<file path="config.mk">
export PLATFORM = sky130hd
export DESIGN_NAME = prog_loader
export DESIGN_NICKNAME = d
export VERILOG_FILES = /design/src/rtl/prog_loader_pkg.sv /design/src/rtl/ext_write_port.sv /design/src/rtl/prog_loader.sv
export SDC_FILE = /design/constraint.sdc
export NUM_CORES = 1
export LEC_CHECK = 0
export ABC_AREA = 1
export BUFFER_PORTS_ARGS = -buffer_cell sky130_fd_sc_hd__buf_4
export CAP_MARGIN = 20
export CELL_PAD_IN_SITES_DETAIL_PLACEMENT = 2
export CELL_PAD_IN_SITES_GLOBAL_PLACEMENT = 2
export CORE_ASPECT_RATIO = 2
export CORE_MARGIN = 8
export CORE_UTILIZATION = 28
export DETAILED_ROUTE_END_ITERATION = 7
export PLACE_DENSITY_LB_ADDON = 0.1
export SKIP_CTS_REPAIR_TIMING = 1
export SYNTH_ARGS = -nofsm -noshare
export SYNTH_HDL_FRONTEND = slang
export SYNTH_SLANG_ARGS = --single-unit
export TNS_END_PERCENT = 10
</file>
<file path="constraint.sdc">
create_clock -name clk -period 2.79 [get_ports clk]
set_clock_uncertainty 0.15 [all_clocks]
set_input_delay 0.279 -clock clk [delete_from_list [all_inputs] [get_ports clk]]
set_output_delay 0.279 -clock clk [all_outputs]
set_load 0.03 [all_outputs]
</file>
<file path="src/rtl/prog_loader_pkg.sv">
// Purpose: shared types and constants for the boot-time program loader.
// Latency: n/a (declarations only).
// Backpressure: n/a.
package prog_loader_pkg;

    typedef enum logic [2:0] {
        ST_IDLE   = 3'd0,
        ST_LOAD_I = 3'd1,
        ST_LOAD_D = 3'd2,
        ST_RUN    = 3'd3,
        ST_ERR    = 3'd4
    } loader_state_t;

    // Byte distance between consecutive words in each memory.
    localparam int IMEM_STRIDE = 4;
    localparam int DMEM_STRIDE = 8;

endpackage

</file>
<file path="src/rtl/ext_write_port.sv">
// Purpose: registered address/data/strobe stage driving one SRAM external write port.
// Latency: capture at edge n gives wen high for exactly cycle n+1.
// Backpressure: none; every capture produces one strobe.
// Ports: capture/idx/din in; addr (BASE + idx*STRIDE, mod 2^64), wen, wdata out.
module ext_write_port #(
    parameter int          DW     = 32,
    parameter int          STRIDE = 4,
    parameter logic [63:0] BASE   = 64'd0
) (
    input  logic          clk,
    input  logic          arst_n,
    input  logic          capture,
    input  logic [15:0]   idx,
    input  logic [DW-1:0] din,
    output logic [63:0]   addr,
    output logic          wen,
    output logic [DW-1:0] wdata
);

    always_ff @(posedge clk or negedge arst_n) begin
        if (!arst_n) begin
            addr  <= 64'd0;
            wen   <= 1'b0;
            wdata <= '0;
        end else begin
            wen <= capture;
            if (capture) begin
                // 64-bit unsigned arithmetic, wraps naturally.
                addr  <= BASE + ({48'd0, idx} * 64'(STRIDE));
                wdata <= din;
            end
        end
    end

endmodule

</file>
<file path="src/rtl/prog_loader.sv">
// Purpose: streams words into instruction then data memory, then enables the CPU until halt.
// Latency: handshake at edge n -> write strobe in cycle n+1; cpu_enable one cycle after RUN entry.
// Backpressure: s_ready = busy (state-decoded only); s_valid low stalls everything.
// Ports: start/imem_words/dmem_words/halt control; s_valid/s_data/s_ready stream;
//        *_ext imem write port, *_ext_2 dmem write port; cpu_enable, busy, error status.
module prog_loader
    import prog_loader_pkg::*;
#(
    parameter int          IMEM_DEPTH = 512,
    parameter int          DMEM_DEPTH = 1024,
    parameter logic [63:0] IMEM_BASE  = 64'd0,
    parameter logic [63:0] DMEM_BASE  = 64'd0
) (
    input  logic        clk,
    input  logic        arst_n,
    input  logic        start,
    input  logic [15:0] imem_words,
    input  logic [15:0] dmem_words,
    input  logic        halt,
    input  logic        s_valid,
    input  logic [63:0] s_data,
    output logic        s_ready,
    output logic [63:0] addr_ext,
    output logic        wen_ext,
    output logic        ren_ext,
    output logic [31:0] wdata_ext,
    output logic [63:0] addr_ext_2,
    output logic        wen_ext_2,
    output logic        ren_ext_2,
    output logic [63:0] wdata_ext_2,
    output logic        cpu_enable,
    output logic        busy,
    output logic        error
);

    loader_state_t state, state_nxt;
    logic [15:0]   k;
    logic [15:0]   imem_n;
    logic [15:0]   dmem_n;
    logic          hs;
    logic          hs_i;
    logic          hs_d;
    logic          last_word;
    logic          too_big;

    assign busy      = (state == ST_LOAD_I) || (state == ST_LOAD_D);
    assign error     = (state == ST_ERR);
    assign s_ready   = busy;
    assign ren_ext   = 1'b0;
    assign ren_ext_2 = 1'b0;

    assign hs   = s_valid & s_ready;
    assign hs_i = hs & (state == ST_LOAD_I);
    assign hs_d = hs & (state == ST_LOAD_D);

    // Counts are nonzero in their load phase, so the -1 never underflows there.
    assign last_word = (state == ST_LOAD_I) ? (k == imem_n - 16'd1)
                                            : (k == dmem_n - 16'd1);

    assign too_big = ({16'd0, imem_words} > 32'(IMEM_DEPTH)) ||
                     ({16'd0, dmem_words} > 32'(DMEM_DEPTH));

    always_comb begin
        state_nxt = state;
        case (state)
            ST_IDLE: begin
                if (start) begin
                    if (too_big)                 state_nxt = ST_ERR;
                    else if (imem_words != 16'd0) state_nxt = ST_LOAD_I;
                    else if (dmem_words != 16'd0) state_nxt = ST_LOAD_D;
                    else                         state_nxt = ST_RUN;
                end
            end
            ST_LOAD_I: begin
                if (hs && last_word)
                    state_nxt = (dmem_n != 16'd0) ? ST_LOAD_D : ST_RUN;
            end
            ST_LOAD_D: begin
                if (hs && last_word) state_nxt = ST_RUN;
            end
            ST_RUN, ST_ERR: begin
                if (halt) state_nxt = ST_IDLE;
            end
            default: state_nxt = ST_IDLE;
        endcase
    end

    always_ff @(posedge clk or negedge arst_n) begin
        if (!arst_n) begin
            state      <= ST_IDLE;
            k          <= 16'd0;
            imem_n     <= 16'd0;
            dmem_n     <= 16'd0;
            cpu_enable <= 1'b0;
        end else begin
            state      <= state_nxt;
            // Registered from the current state so the final write commits before any fetch.
            cpu_enable <= (state == ST_RUN);
            if (state == ST_IDLE && start) begin
                imem_n <= imem_words;
                dmem_n <= dmem_words;
                k      <= 16'd0;
            end else if (hs) begin
                k <= last_word ? 16'd0 : k + 16'd1;
            end
        end
    end

    ext_write_port #(
        .DW(32), .STRIDE(IMEM_STRIDE), .BASE(IMEM_BASE)
    ) u_imem_port (
        .clk(clk), .arst_n(arst_n), .capture(hs_i), .idx(k), .din(s_data[31:0]),
        .addr(addr_ext), .wen(wen_ext), .wdata(wdata_ext)
    );

    ext_write_port #(
        .DW(64), .STRIDE(DMEM_STRIDE), .BASE(DMEM_BASE)
    ) u_dmem_port (
        .clk(clk), .arst_n(arst_n), .capture(hs_d), .idx(k), .din(s_data),
        .addr(addr_ext_2), .wen(wen_ext_2), .wdata(wdata_ext_2)
    );

endmodule

</file>
# --- Word level (Yosys, flattened, before mapping) ---
# Cells that the tools add are included.
# Widths: inputs -> output; s select.
totals:
  reg_bits: 182
  out_inout_bits: 232
classes:
  addsub: 3
  order_cmp: 2
  n_eq_ne: 10
  mux: 13
  n_bitwise: 3
  n_reduce_logical: 11
ops:
  columns: ["op", "count"]
  rows:
  - ["$mux 16", 3]
  - ["$reduce_bool 16->1", 3]
  - ["$eq 16x16->1", 2]
  - ["$sub 16x1->16 const B", 2]
  - ["$add 16x1->16 const B", 1]
  - ["$gt 16x10->1 const B", 1]
  - ["$gt 16x11->1 const B", 1]
  - ["$mux 3", 5]
  - ["$pmux 3 s4", 1]
  - ["$eq 3x2->1 const B", 2]
  - ["$ne 2x1->1 const B", 2]
  - ["$ne 2x2->1 const B", 2]
  - ["$reduce_and 4->1", 1]
  - ["$and 1x1->1", 3]
  - ["$eq 3x1->1 const B", 1]
  - ["$eq 3x3->1 const B", 1]
  - ["$logic_not 3->1", 1]
  - ["$mux 1", 3]
  - ["$logic_and 1x1->1", 2]
  - ["$logic_or 1x1->1", 2]
  - ["$mux 2", 1]
  - ["$reduce_bool 2->1", 1]
  - ["$reduce_or 2->1", 1]

# --- Logic depth before layout (Yosys ltp) ---
depth:
  ltp_word: 6
  depth_mapped: 19
  mapped_depth_nobuf: 18

# --- Modules after synthesis ---
# A second synthesis with hierarchy kept.
hier_totals:
  cells_unflattened: 1148
  hier_area_um2: 9240.1
modules_own_cells:
  columns: ["module", "instances", "cells_each", "area_each_um2"]
  rows:
  - ["prog_loader", 1, 507, 3603.5]
  - ["ext_write_port (u_dmem_port)", 1, 388, 3442.1]
  - ["ext_write_port (u_imem_port)", 1, 253, 2194.6]

# --- Least setup slack after synthesis ---
# OpenSTA, ideal clock, no wires.
synth_path:
  path_kind: "reg2reg"
  from: "register state[2]"
  to: "register k[6]"
  setup_time_ps: 121
  arrival_ps: 2150
  path_slack_ps: 368
  path_stages_with_launch: 19
  period_less_slack_ps: 2422
  cell_sequence: "dfrtp_1 -> inv_2 -> nand3_4 -> buf_8 -> nand2_1 -> nand2_2 -> ha_1 -> nand3b_1 -> nand2_1 -> nor2_1 -> nor2_1 -> nand2_1 -> nor2_1 -> nand3_1 -> nor2_2 -> nand2_2 -> nand2_4 -> buf_6 -> o21ai_2"
synth_via:
  elab_chain_len: 5
  word_cells_on_any_way: 11
  cone_classes: "eq/ne: 2; mux: 4; bitwise: 1; reduce/logical: 4"
synth_rtl:
  columns: ["element", "line_no", "rtl"]
  rows:
  - ["from (decl)", "prog_loader.sv:36", "loader_state_t state, state_nxt;"]
  - ["from (signal assigned)", "prog_loader.sv:96", "state <= state_nxt;"]
  - ["$eq 3x1->1", "prog_loader.sv:46, prog_loader.sv:57", null]
  - ["$mux 1", "prog_loader.sv:57", "assign last_word = (state == ST_LOAD_I) ? (k == imem_n - 16'd1)"]
  - ["$mux 16", "prog_loader.sv:104", "k <= last_word ? 16'd0 : k + 16'd1;"]
  - ["$mux 16", "prog_loader.sv:103", "end else if (hs) begin"]
  - ["$mux 16", "prog_loader.sv:99", "if (state == ST_IDLE && start) begin"]
  - ["to (signal assigned)", "prog_loader.sv:104", null]
  - ["to (decl)", "prog_loader.sv:37", "logic [15:0] k;"]
# Parallel ways exist; a longest one is shown, timed or not. The select of a mux whose other input is x is not followed.
# A chain may end at the register's enable or synchronous reset.

# --- Final worst setup path ---
layout_path:
  from: "register state[1]"
  to: "register k[3]"
# The elaborated chain is that of the path after synthesis.

==> flow_summary.toml <==
[critical_path]
type_of_destination_of_the_critical_path = "flop"
critical_path.max_fanout = 8
cp-start-kind = "flop"
critical_path.reg2reg.endpoint = "k[3]"
crit-reg2reg-launch = "state[1]"
worstPathArrival_ps = 2920
reg2regPathDepth = 15
worst_ep_required_time_ps = 2970
reg2reg_setup_slack_ps = 50
path_class = "reg -> reg"

[finish]
share_of_cells_above_drive_strength_1_pct = 26.35
num-fill-cells = 3651
register_area_um2 = 4556
layout-area-overhead-vs-synth_pct = 43.39
finish.cell_count_without_fillers = 1889
final_nets = 1551
multi_input_combinational_cell_area_um2 = 3770

[run_status]
violations = "hold timing"
run_status = "finished, violations left"

[synth]
synth-seq-cells = 182
ys_top_cells_by_area = "sky130_fd_sc_hd__dfrtp_1 (50%), sky130_fd_sc_hd__nand2_1 (15%), sky130_fd_sc_hd__buf_4 (8.3%)"
synth-seq-area-share_pct = 50.17
post_synth.cell_area_avg_um2 = 8.207
yosysWarningCount = 0
synth-main-ff-cell = "sky130_fd_sc_hd__dfrtp_1"
synth_async_sr_flop_share_pct = 100.0
synth-edff-count = 0
post_synth_inst_count = 1106
synth.lib_cells_used.distinct = 38
post_synth_instance_area_um2 = 9077
yosys.area.top_type = "sky130_fd_sc_hd__dfrtp_1"
synth_top_cell_area_share_pct = 50.17

[floorplanning]
die_footprint_um2 = 38790
dieHeight_um = 270.6
io-pin-count = 333
core_um2 = 32120
floorplan.initialDensity_pct = 28.26
placement_rows = 93
chipWidth_um = 143.3

[detailed_routing]
drt-vias-per-instance = 4.395
drt_first_iter_violations = 204
firstDrtPassIters = 4
vias = 8302
drc = 0
post_detailed_route_wirelength_per_cell_um = 18.25
wl_um = 34480
antenna_violating_nets_post_route = 0

[pwr]
power.share.sequential_pct = 31.7
clockPowerShare_pct = 18.4
pwr_density_cell_nw_per_um2 = 1054
intPower_mw = 7.419
leakage_nw = 6.689
power_switching_mw = 6.298
switching_share_pct = 45.92
vdd_drop_max_uv = 519.3
comb_power_share_pct = 49.9

[global_route]
grt_pass1_vias = 8574
grt_max_degree = 65
track_usage_pct = 16.50
grt_first_pass_wirelength_um = 48750
antenna_found_initial = 1
globalRoute.totalOverflow = 0

[clock_network]
htree_levels = 4
buffer_depth_of_the_longest_clock_path = 2
cts_root_buf = "sky130_fd_sc_hd__clkbuf_16"
clock_buffers_created_by_tritoncts = 17
worst_skew_pair.late_latency_ps = 450
cts.sinks = 182
clk_transition_reported_paths_ps = 70
tritoncts_clock_tree = "done"

[min_path]
worst_hold_path.num_cells = 3
hold_path.startpoint = "dmem_words[14]"
min-delay-path-class = "in -> reg"
hold_end = "dmem_n[14]"

[timing]
tightestPinTransition_ps = 635.6
timing_hold_violations_final = 4
finalWorstSetupSlack_ps = 54.56
finalSetupViolations = 0
fin_worst_hold_slack_ps = -26.15
period_needed_ps = 2735
max_slew_violation_total_from_the_final_report = 0
slew_headroom_pct = 57.58
fmax_ghz = 0.3656
final_min_period_over_clock_period_pct = 98.04

[flow_run]
cap_viol_max_count = 0

[place]
post-dp-hpwl_um = 25570
dp_worst_setup_slack_ps = -170.5
gpl.final_weighted_congestion = 0.8104
placement.io_buffers = 234
number_of_placed_cells_counting_well_taps = 1750
metrics by stage:
stage / setup TNS (ps) / instance area (um2) / utilization [%] / total power, mW / hold slack (ps)
5_1_grt: -1653 / 13020 / 40.53 / 14.61 / -2.512
2_1_floorplan: 0 / 9442 / - / 8.228 / -166.6
3_5_place_dp: -1793 / 11080 / 34.49 / 10.87 / 160.9
3_3_place_gp: -865.4 / 11080 / 34.49 / 10.70 / 164.2
4_1_cts: -2114 / 11690 / 36.41 / 13.49 / -343.9
6_report: 0 / 13020 / 40.53 / 13.72 / -26.15
power by group through the flow:
stage	clock network (mW)	registers, mW	logic, mW
final	2.53	4.35	6.84
after global routing	2.71	4.49	7.41
after CTS	2.64	4.35	6.50
after detailed placement	0	4.40	6.48
after global placement	0	4.33	6.37
after floorplan	0	5.92	2.31
layer usage:
layer / vias to the layer above / track usage (%) / part of all wire (%)
li1: 3953 / - / -
met2: 225 / 32.63 / 59
met5: - / 0 / 0
met1: 4081 / 16.37 / 34
met3: 43 / 2.752 / 3.9
met4: 0 / 6.095 / 2.8
worst max-delay path by stage:
stage                     slack [ps]       end  startpoint  depth (start not counted)
after floorplan                  370      k[6]    state[2]                         18
after global placement          -120  state[2]    state[1]                         15
after detailed placement        -170  state[0]    state[1]                         15
after CTS                       -190  state[0]    state[1]                         15
after global routing            -110      k[3]    state[1]                         15
final                             50      k[3]    state[1]                         15
flip-flops by register name (all words and copies together) (netlist names):
register	flops
u_dmem_port.wen	1
dmem_n	16
imem_n	16
u_imem_port.addr	16
u_imem_port.wen	1
cpu_enable	1
u_dmem_port.wdata	64
u_imem_port.wdata	32
state	3
u_dmem_port.addr	16
k	16
cell families after synthesis:
logic type	Yosys count	synth area share, %
other	1	0.04131
xor gates and xnor gates	20	2.081
adders and majority gates	2	0.2756
AOI/OAI and AO/OA	146	8.573
muxes	4	0.4962
buffers and inverters	244	14.69
and+or+nand+nor	507	23.67
DFF	182	50.17
worst max-delay path: stages, from the launching register on:
cell	delay (ps)
sky130_fd_sc_hd__dfrtp_1	400
sky130_fd_sc_hd__inv_2	80
sky130_fd_sc_hd__nand3_4	160
sky130_fd_sc_hd__buf_6	170
sky130_fd_sc_hd__o21ai_4	210
sky130_fd_sc_hd__ha_4	240
sky130_fd_sc_hd__xor2_1	160
sky130_fd_sc_hd__nand3_1	110
sky130_fd_sc_hd__nor2_1	120
sky130_fd_sc_hd__nand2_1	70
sky130_fd_sc_hd__nor2_2	130
sky130_fd_sc_hd__nand3_2	100
sky130_fd_sc_hd__nor2_4	170
sky130_fd_sc_hd__nand2_4	130
sky130_fd_sc_hd__nand2_8	140
sky130_fd_sc_hd__o21ai_1	70
cells in the final DEF (no fill, tap or decap), drive strengths merged:
cell type,instances
nand3,54
nor4,5
clkinvlp,3
clkinv,4
bufinv,2
a21oi,13
ha,2
nor2,61
o21ai,130
nand4,10
buf,270
dlygate4sd3,94
xor2,18
inv,108
clkbuf,20
diode,1
mux2,4
xnor3,1
o21bai,1
o22ai,1
or2,1
conb,98
dfrtp,182
nor3,9
nand3b,6
o211ai,1
nand2,361
xnor2,1
nand2b,1
cell usage after synthesis (all sizes together) (5+ instances only):
| library cell | n |
|---|---|
| a21oi | 13 |
| buf | 108 |
| clkbuf | 34 |
| dfrtp | 182 |
| inv | 102 |
| nand2 | 360 |
| nand3 | 54 |
| nand3b | 6 |
| nand4 | 10 |
| nor2 | 61 |
| nor3 | 9 |
| nor4 | 5 |
| o21ai | 130 |
| xor2 | 18 |
final cells by class:
class,count,area share (%)
well taps,427,4.105
multi-input cells,778,28.96
clock inverters,15,1.461
clock buffers,17,3.268
diodes,1,0.01923
inverters,102,2.980
flip-flops and latches,182,35.00
repair buffers,367,24.20
(Power assumes the default switching activity.)
